## src/rtl/page_writer.sv

```systemverilog
// Overlay page loader: RGB888 pixel stream -> packed RGB565 words
// written sequentially into SDRAM through the App_wr_* port.
module page_writer #(
  parameter int PAGE_WIDTH  = 300,
  parameter int PAGE_HEIGHT = 500,
  parameter int ADDR_WIDTH  = 21,
  parameter int DATA_WIDTH  = 32,
  parameter int DM_WIDTH    = 4
) (
  input  logic                  clk,
  input  logic                  rstn,
  input  logic                  start,
  input  logic [ADDR_WIDTH-1:0] base_addr,
  input  logic                  pix_valid,
  output logic                  pix_ready,
  input  logic [23:0]           pix_data,
  input  logic                  sdr_init_done,
  input  logic                  sdr_init_ref_vld,
  input  logic                  sdr_busy,
  output logic                  app_wr_en,
  output logic [ADDR_WIDTH-1:0] app_wr_addr,
  output logic [DM_WIDTH-1:0]   app_wr_dm,
  output logic [DATA_WIDTH-1:0] app_wr_din,
  output logic                  busy,
  output logic                  done
);

  localparam int NPIX = PAGE_WIDTH * PAGE_HEIGHT;
  localparam int CW   = $clog2(NPIX + 1);

  localparam logic [CW-1:0] LAST = CW'(NPIX - 1);
  localparam logic [CW-1:0] ALL  = CW'(NPIX);

  localparam logic [DM_WIDTH-1:0] DM_HALF = DM_WIDTH'(4'b1100);

  typedef enum logic [1:0] {
    IDLE,
    FILL,
    WRITE,
    DONE
  } state_t;

  state_t state, nxt;

  logic [CW-1:0] cnt;
  logic          gate;
  logic          take;
  logic          word_end;
  logic [15:0]   rgb;

  assign gate = sdr_init_done & ~sdr_init_ref_vld & ~sdr_busy;
  assign rgb  = {pix_data[23:19], pix_data[15:10], pix_data[7:3]};
  assign take = pix_valid & pix_ready;

  // A word closes on an odd pixel or on a lone trailing pixel.
  assign word_end = cnt[0] | (cnt == LAST);

  always_ff @(posedge clk or negedge rstn) begin
    if (!rstn) state <= IDLE;
    else       state <= nxt;
  end

  always_comb begin
    nxt       = state;
    pix_ready = 1'b0;
    app_wr_en = 1'b0;
    done      = 1'b0;
    unique case (state)
      IDLE: begin
        if (start) nxt = FILL;
      end
      FILL: begin
        pix_ready = 1'b1;
        if (pix_valid && word_end) nxt = WRITE;
      end
      WRITE: begin
        app_wr_en = gate;
        if (gate) nxt = (cnt == ALL) ? DONE : FILL;
      end
      DONE: begin
        done = 1'b1;
        nxt  = IDLE;
      end
      default: nxt = IDLE;
    endcase
  end

  always_ff @(posedge clk or negedge rstn) begin
    if (!rstn) begin
      cnt         <= '0;
      app_wr_addr <= '0;
      app_wr_din  <= '0;
      app_wr_dm   <= '0;
      busy        <= 1'b0;
    end else begin
      if (state == IDLE && start) begin
        app_wr_addr <= base_addr;
        cnt         <= '0;
        busy        <= 1'b1;
      end
      if (take) begin
        cnt <= cnt + 1'b1;
        if (!cnt[0]) begin
          app_wr_din[15:0]  <= rgb;
          app_wr_din[31:16] <= '0;
          app_wr_dm <= (cnt == LAST) ? DM_HALF : '0;
        end else begin
          app_wr_din[31:16] <= rgb;
        end
      end
      // The address stays on the last word once the page is complete.
      if (app_wr_en && cnt != ALL) begin
        app_wr_addr <= app_wr_addr + 1'b1;
      end
      if (state == DONE) busy <= 1'b0;
    end
  end

endmodule

```

## config.mk

```make
export PLATFORM = sky130hd
export DESIGN_NAME = page_writer
export DESIGN_NICKNAME = d
export VERILOG_FILES = /design/src/rtl/page_writer.sv
export SDC_FILE = /design/constraint.sdc
export NUM_CORES = 1
export LEC_CHECK = 0
export BUFFER_PORTS_ARGS = -buffer_cell sky130_fd_sc_hd__buf_2
export CAP_MARGIN = 30
export CORE_UTILIZATION = 49
export DETAILED_ROUTE_END_ITERATION = 6
export PLACE_DENSITY = 0.84
export SYNTH_ARGS = -nofsm -noshare
export SYNTH_HDL_FRONTEND = slang
export SYNTH_SLANG_ARGS = --single-unit
```

## constraint.sdc

```tcl
create_clock -name clk -period 6.2 [get_ports clk]
set_input_delay 1.24 -clock clk [delete_from_list [all_inputs] [get_ports clk]]
set_output_delay 1.24 -clock clk [all_outputs]
set_load 0.02 [all_outputs]
```

==> flow_summary.ini, run 1 <==
[run_status]
status = finished clean

[routing]
vias = 3343
viasPerCell = 5.83
drcViolationCount = 0
route.final.wire_length_mm = 8.82
ant_nets = 0
drt_iter0_drc = 285
avgRoutedWirePerCell_um = 15.4
drt-pass1-iter-count = 5

[synthesis]
synth_flop_cell = dfrtp_1
synth_area_um2 = 3710
netlist.area_leader.share = 0.506
synth-seq-cells = 75
synth_area_per_cell_um2 = 9.91
synth-edff-count = 0
synthCells = 374
synthTopCellsByArea = dfrtp_1, nand2_1, o21ai_0, mux2_2, nand3_1
yosys_warnings = 0
synth_top_cell_by_area = dfrtp_1
synth_seq_area_share = 0.506
synth_common_cells = dfrtp_1, nand2_1, o21ai_0
async_flop_share = 1.00
ys_types = 58
yosysMostFrequentCell = dfrtp_1

[place]
portBuffers = 102
placed_cells_incl_taps = 557
dp_hpwl_mm = 6.10
globalplace.congestion = 0.862
postPlaceCellArea_um2 = 4260
place_ws_ns = 2.69

[global_routing]
grt_use_total = 0.238
busiest_layer = met2
antenna_found_initial = 0
grt_max_degree = 76
gr-total-overflow = 0
grt_pass1_wl_mm = 14.4
grtUsageMet3 = 0.0443
use_met1 = 0.317
use_met2 = 0.384
grt_pass1_vias = 3133

[sta]
fin_ws_ns = 2.81
max_slew_margin = 0.375
finalCritPeriodShare = 0.547
holdWs_ns = 0.472
max_freq_mhz = 295
finalSetupViolCount = 0
fin_crit_ns = 3.39
rsz0062_at_grt = no
fin_tns_setup_ns = 0
slew_viol_final = 0
worstMarginPinSlew_ns = 0.937
fin_worst_skew_ns = 0.00809
finalHoldViolations = 0

[floorplanning]
die_y_um = 89.0
dieArea_um2 = 7920
ioPinCount = 113
coreArea_um2 = 7290
fp-row-count = 31
start_util = 0.508
die_w_um = 89.0

[cells_and_area]
finalNonFillerCells = 573
stdcell_area_um2 = 4470
diodes = 0
fin_util = 0.613
finalNetCount = 524
syn_to_final_growth_pct = 20.6
drive_gt1_frac = 0.306

[power]
power_density_nw_per_um2 = 485
fin_total_pwr_mw = 2.17
leakagePower_nw = 2.08
vdd.ir_drop.worst_v = 0.000334

[setup_path]
arrival_ns = 2.15
path_max_fanout = 3
worstSetupPathType = in2out
critical_path.startpoint_type = input pin
critPathRequiredTime_ns = 4.96
worstSetupEndpointType = output port

[run]
maxCapViolations = 0

[clock_tree]
cts_sinks = 75
cts_buffers = 9
cts_max_path_buffers = 2
cts_resized = 0
clkLatencyLatePin_ns = 0.35
cts_setup_buffers = 0
hold_buffers = 0
cts_tree = built
cts.htree.levels = 3
clkSlewWorstSetupHoldPaths_ns = 0.08
cts-root-buf = clkbuf_8

[min_path]
hp-class = reg2reg
## cells in the final DEF, fill, tap and decap left out, types with 4 or more instances in the layout
cell	netlist	routed
a31oi_1	4	4
inv_1	10	10
nand4_1	14	14
a21oi_1	7	7
nand3_1	19	19
and2_1	4	4
nor4_1	5	5
buf_2	2	101
clkbuf_8	0	9
o21ai_0	41	41
dfrtp_1	75	75
mux2_2	17	17
a311oi_1	5	5
o311ai_0	4	4
and3_1	8	8
nor2_1	17	17
nand2_1	58	58
## routing by layer
metal / up-vias / share of wire
li1: 1570 / -
met3: 20 / 0.066
met5: - / 0
met2: 144 / 0.48
met1: 1609 / 0.44
met4: 0 / 0.018
## worst paths after layout
kind,from,endpoint,slack (ns),cells after the start
setup / recovery,sdr_init_ref_vld,app_wr_en,2.81,4
hold reg to reg,cnt[17]$_DFFE_PN0P_,cnt[17]$_DFFE_PN0P_,0.47,1
hold / removal,cnt[17]$_DFFE_PN0P_,cnt[17]$_DFFE_PN0P_,0.47,1
max in group asynchronous,rstn,app_wr_addr[18]$_DFFE_PN0P_,4.57,1
setup reg to reg,state[1]$_DFFE_PN0P_,app_wr_din[10]$_DFFE_PN0P_,3.48,3
min in group asynchronous,rstn,app_wr_din[21]$_DFFE_PN0P_,1.02,1
## logic make-up after synthesis
logic type,count (synthesis),synth area share
simple gates,148,0.212
compound gates,96,0.171
flops,75,0.506
buf+inv,29,0.0351
mux,20,0.0597
fa+ha+maj,3,0.0101
xor+xnor,2,0.00473
other cells,1,0.00101
## worst max-delay path, cell delays in order
cell and delay [ns]:
buf_2 0.09, nor3b_1 0.38, and2_1 0.24, buf_2 0.19
## flip-flops by register name (all words and copies together) (netlist names)
| signal | flops |
|---|---|
| app_wr_addr | 21 |
| app_wr_din | 32 |
| app_wr_dm | 1 |
| busy | 1 |
| cnt | 18 |
| state | 2 |
## where the power goes
part | internal [mW] | switching [mW] | leakage (nW)
combinational | 0.336 | 0.561 | 1.02
clock | 0.198 | 0.210 | 0.110
sequential | 0.677 | 0.186 | 0.946
total | 1.21 | 0.957 | 2.08
## layout make-up
class	instances	area (µm²)
repair buffers	102	513
fillers	659	2820
multi-input cells	271	1700
well taps	99	124
flip-flops and latches	75	1880
inverters	10	37.5
clock buffers	9	124
clock inverters	7	90.1
Note: power is estimated with default switching activity, not from simulation.
==> run 2, diff against run 1 <==
--- a/config.mk
+++ b/config.mk
@@ -5,9 +5,10 @@
 export SDC_FILE = /design/constraint.sdc
 export NUM_CORES = 1
 export LEC_CHECK = 0
+export ABC_AREA = 1
 export BUFFER_PORTS_ARGS = -buffer_cell sky130_fd_sc_hd__buf_2
 export CAP_MARGIN = 30
-export CORE_UTILIZATION = 49
+export CORE_UTILIZATION = 48
 export DETAILED_ROUTE_END_ITERATION = 6
 export PLACE_DENSITY = 0.84
 export SYNTH_ARGS = -nofsm -noshare
==> constraint.sdc (replaced) <==
create_clock -name clk -period 2.91 [get_ports clk]
set_input_delay 0.582 -clock clk [delete_from_list [all_inputs] [get_ports clk]]
set_output_delay 0.582 -clock clk [all_outputs]
set_load 0.02 [all_outputs]
==> flow_summary.ini, run 2 <==
[clock_tree]
cts-root-buf = clkbuf_8
cts_sinks = 75
cts.htree.levels = 3
cts_buffers = 9
clkLatencyLatePin_ns = 0.35
cts_max_path_buffers = 2
cts_setup_buffers = 0
cts_tree = built
cts_resized = 0
clkSlewWorstSetupHoldPaths_ns = 0.09
hold_buffers = 0

[setup_path]
arrival_ns = 2.34
slowest_stage = dfrtp_1
slowest_delay_ns = 0.36
crit_cells = 11
worst-path-buf-inv = 3
critPathTopFamily = simple AND/OR/NAND/NOR gates
cpMostUsedCell = nand2_4
r2r.worst_path.cells = 11
crit_chain = buf_4, inv_1, ha_1, nand3_2, nor2_2, nand2_2, nand2_4, nand2_4, inv_6, nand2_1, nand3_1
critical_path.startpoint_type = flop
critPathRequiredTime_ns = 3.20
path_max_fanout = 19
worstSetupPathType = reg2reg
worstSetupEndpointType = flop

[routing]
drcViolationCount = 0
vias = 3873
drt_iter0_drc = 177
drt-pass1-iter-count = 5
avgRoutedWirePerCell_um = 13.0
ant_nets = 0
route.final.wire_length_mm = 9.65
viasPerCell = 5.21

[global_routing]
grt_pass1_vias = 3714
gr-total-overflow = 0
grt_pass1_wl_mm = 16.2
grt_max_degree = 76
grt_use_total = 0.234
antenna_found_initial = 0

[sta]
finalSetupViolCount = 0
finalHoldViolations = 0
rsz0062_at_grt = no
fin_crit_ns = 2.05
max_freq_mhz = 488
fin_tns_setup_ns = 0
finalCritPeriodShare = 0.704
holdWs_ns = 0.436
fin_worst_skew_ns = 0.0132
slew_viol_final = 0

[synthesis]
synth_flop_cell = dfrtp_1
muxShareOfSynthArea = 0.0302
synth_common_cells = nand2_1, dfrtp_1, inv_1
synth-seq-cells = 75
synth_top_family_by_area = simple AND/OR/NAND/NOR gates
synth_compound_area_frac = 0.0921
synth_adder_area_share = 0.00915
yosys.area_share.simple = 0.305
yosysMostFrequentCell = nand2_1
synthTopCellsByArea = dfrtp_1, nand2_1, o21ai_0, inv_1, nor2_1
synth_xor_area_frac = 0.0235
netlist.area_leader.share = 0.458
synthCells = 532
async_flop_share = 1.00
synth_area_um2 = 4100
synth-edff-count = 0
synth_area_per_cell_um2 = 7.71
ys_types = 37
yosys_warnings = 0
synth_seq_area_share = 0.458
synth_top_cell_by_area = dfrtp_1

[cells_and_area]
finalNetCount = 688
diodes = 0
syn_to_final_growth_pct = 18.6
final_common_cell = nand2_1
largest_reg_flops = 32
n_fill_cell = 748
regMostFlops = app_wr_din
register_area_um2 = 1880
drive_gt1_frac = 0.243
multi_input_area_um2 = 1890
layout_common_cells = nand2_1, buf_2, dfrtp_1
top_regs = app_wr_din x32, app_wr_addr x21, cnt x18
stdcell_area_um2 = 4870

[floorplanning]
start_util = 0.497
dieArea_um2 = 8920
coreArea_um2 = 8260
die_y_um = 94.4
ioPinCount = 113
fp-row-count = 33
die_w_um = 94.4

[run_status]
status = finished clean

[min_path]
holdPathStages = 3
hp-class = in2reg

[place]
portBuffers = 102
postPlaceCellArea_um2 = 4650
globalplace.congestion = 0.968
dp_hpwl_mm = 6.93

[power]
switchingPower_mw = 2.13
swShare = 0.466
vdd.ir_drop.worst_v = 0.000639
p_int_mw = 2.45
leakagePower_nw = 2.44
power_density_nw_per_um2 = 942
sequentialPowerShare = 0.397
power_frac_clock = 0.163
share_comb_of_total_power = 0.440

[run]
maxCapViolations = 0
-- run 2: cell types whose count changed after synthesis, sizes merged, moves of 8 or more --
cell | before | now
nand4 | 14 | 5
nand3 | 19 | 39
inv | 10 | 57
nor2 | 19 | 53
and3 | 8 | 0
nand2 | 58 | 181
-- run 2: stage by stage --
| stage | worst slack, ns | power (mW) | std cells | util |
|---|---|---|---|---|
| after floorplan | 1.17 | 3.18 | 533 | - |
| after global placement | 0.896 | 3.76 | 725 | 0.563 |
| after detailed placement | 0.879 | 3.85 | 725 | 0.563 |
| after CTS | 0.849 | 4.61 | 741 | 0.585 |
| after global routing | 0.670 | 4.93 | 743 | 0.589 |
| final | 0.861 | 4.58 | 743 | 0.589 |
-- run 2: worst paths after layout --
| path | from | endpoint | slack [ns] |
|---|---|---|---|
| setup / recovery | cnt[0]$_DFFE_PN0P_ | app_wr_addr[9]$_DFFE_PN0P_ | 0.86 |
| hold / removal | base_addr[2] | app_wr_addr[2]$_DFFE_PN0P_ | 0.44 |
| setup reg to reg | cnt[0]$_DFFE_PN0P_ | app_wr_addr[9]$_DFFE_PN0P_ | 0.86 |
| hold reg to reg | app_wr_din[17]$_DFFE_PN0P_ | app_wr_din[17]$_DFFE_PN0P_ | 0.49 |
| max in group asynchronous | rstn | cnt[13]$_DFFE_PN0P_ | 1.81 |
| min in group asynchronous | rstn | app_wr_addr[11]$_DFFE_PN0P_ | 0.55 |
-- run 2: cell type report --
class / instances / share of cell area
clock buffer: 9 / 0.0255
clock inverter: 7 / 0.0113
multi-input combinational: 384 / 0.389
tap: 105 / 0.0270
inverter: 57 / 0.0450
timing repair buffer: 106 / 0.116
sequential: 75 / 0.386
-- run 2: worst min-delay path: stages --
cell,delay (ns)
buf_2,0.07
nand2_1,0.04
nand3_1,0.06
-- run 2: cell families after synthesis --
logic type | after synthesis
AO/OA/AOI/OAI | 69
AND/OR/NAND/NOR | 288
adder cells (fa/ha/maj) | 3
multiplexers | 11
flip-flops | 75
XOR/XNOR | 11
buffers and inverters | 74
other | 1
-- run 2: power groups by stage --
stage	combinational (mW)	sequential, mW	clock, mW
4_1_cts	2.02	1.81	0.769
2_1_floorplan	0.987	2.19	0
6_report	2.02	1.82	0.745
3_3_place_gp	1.96	1.80	0
5_1_grt	2.24	1.88	0.808
3_5_place_dp	2.02	1.83	0
-- run 2: per-layer routing --
layer | GRT usage | up-vias | wire (µm)
met4 | 0.118 | 0 | 218
met3 | 0.0451 | 21 | 745
met1 | 0.276 | 1778 | 4030
met5 | 0 | - | 0
met2 | 0.405 | 182 | 4660
li1 | - | 1892 | -
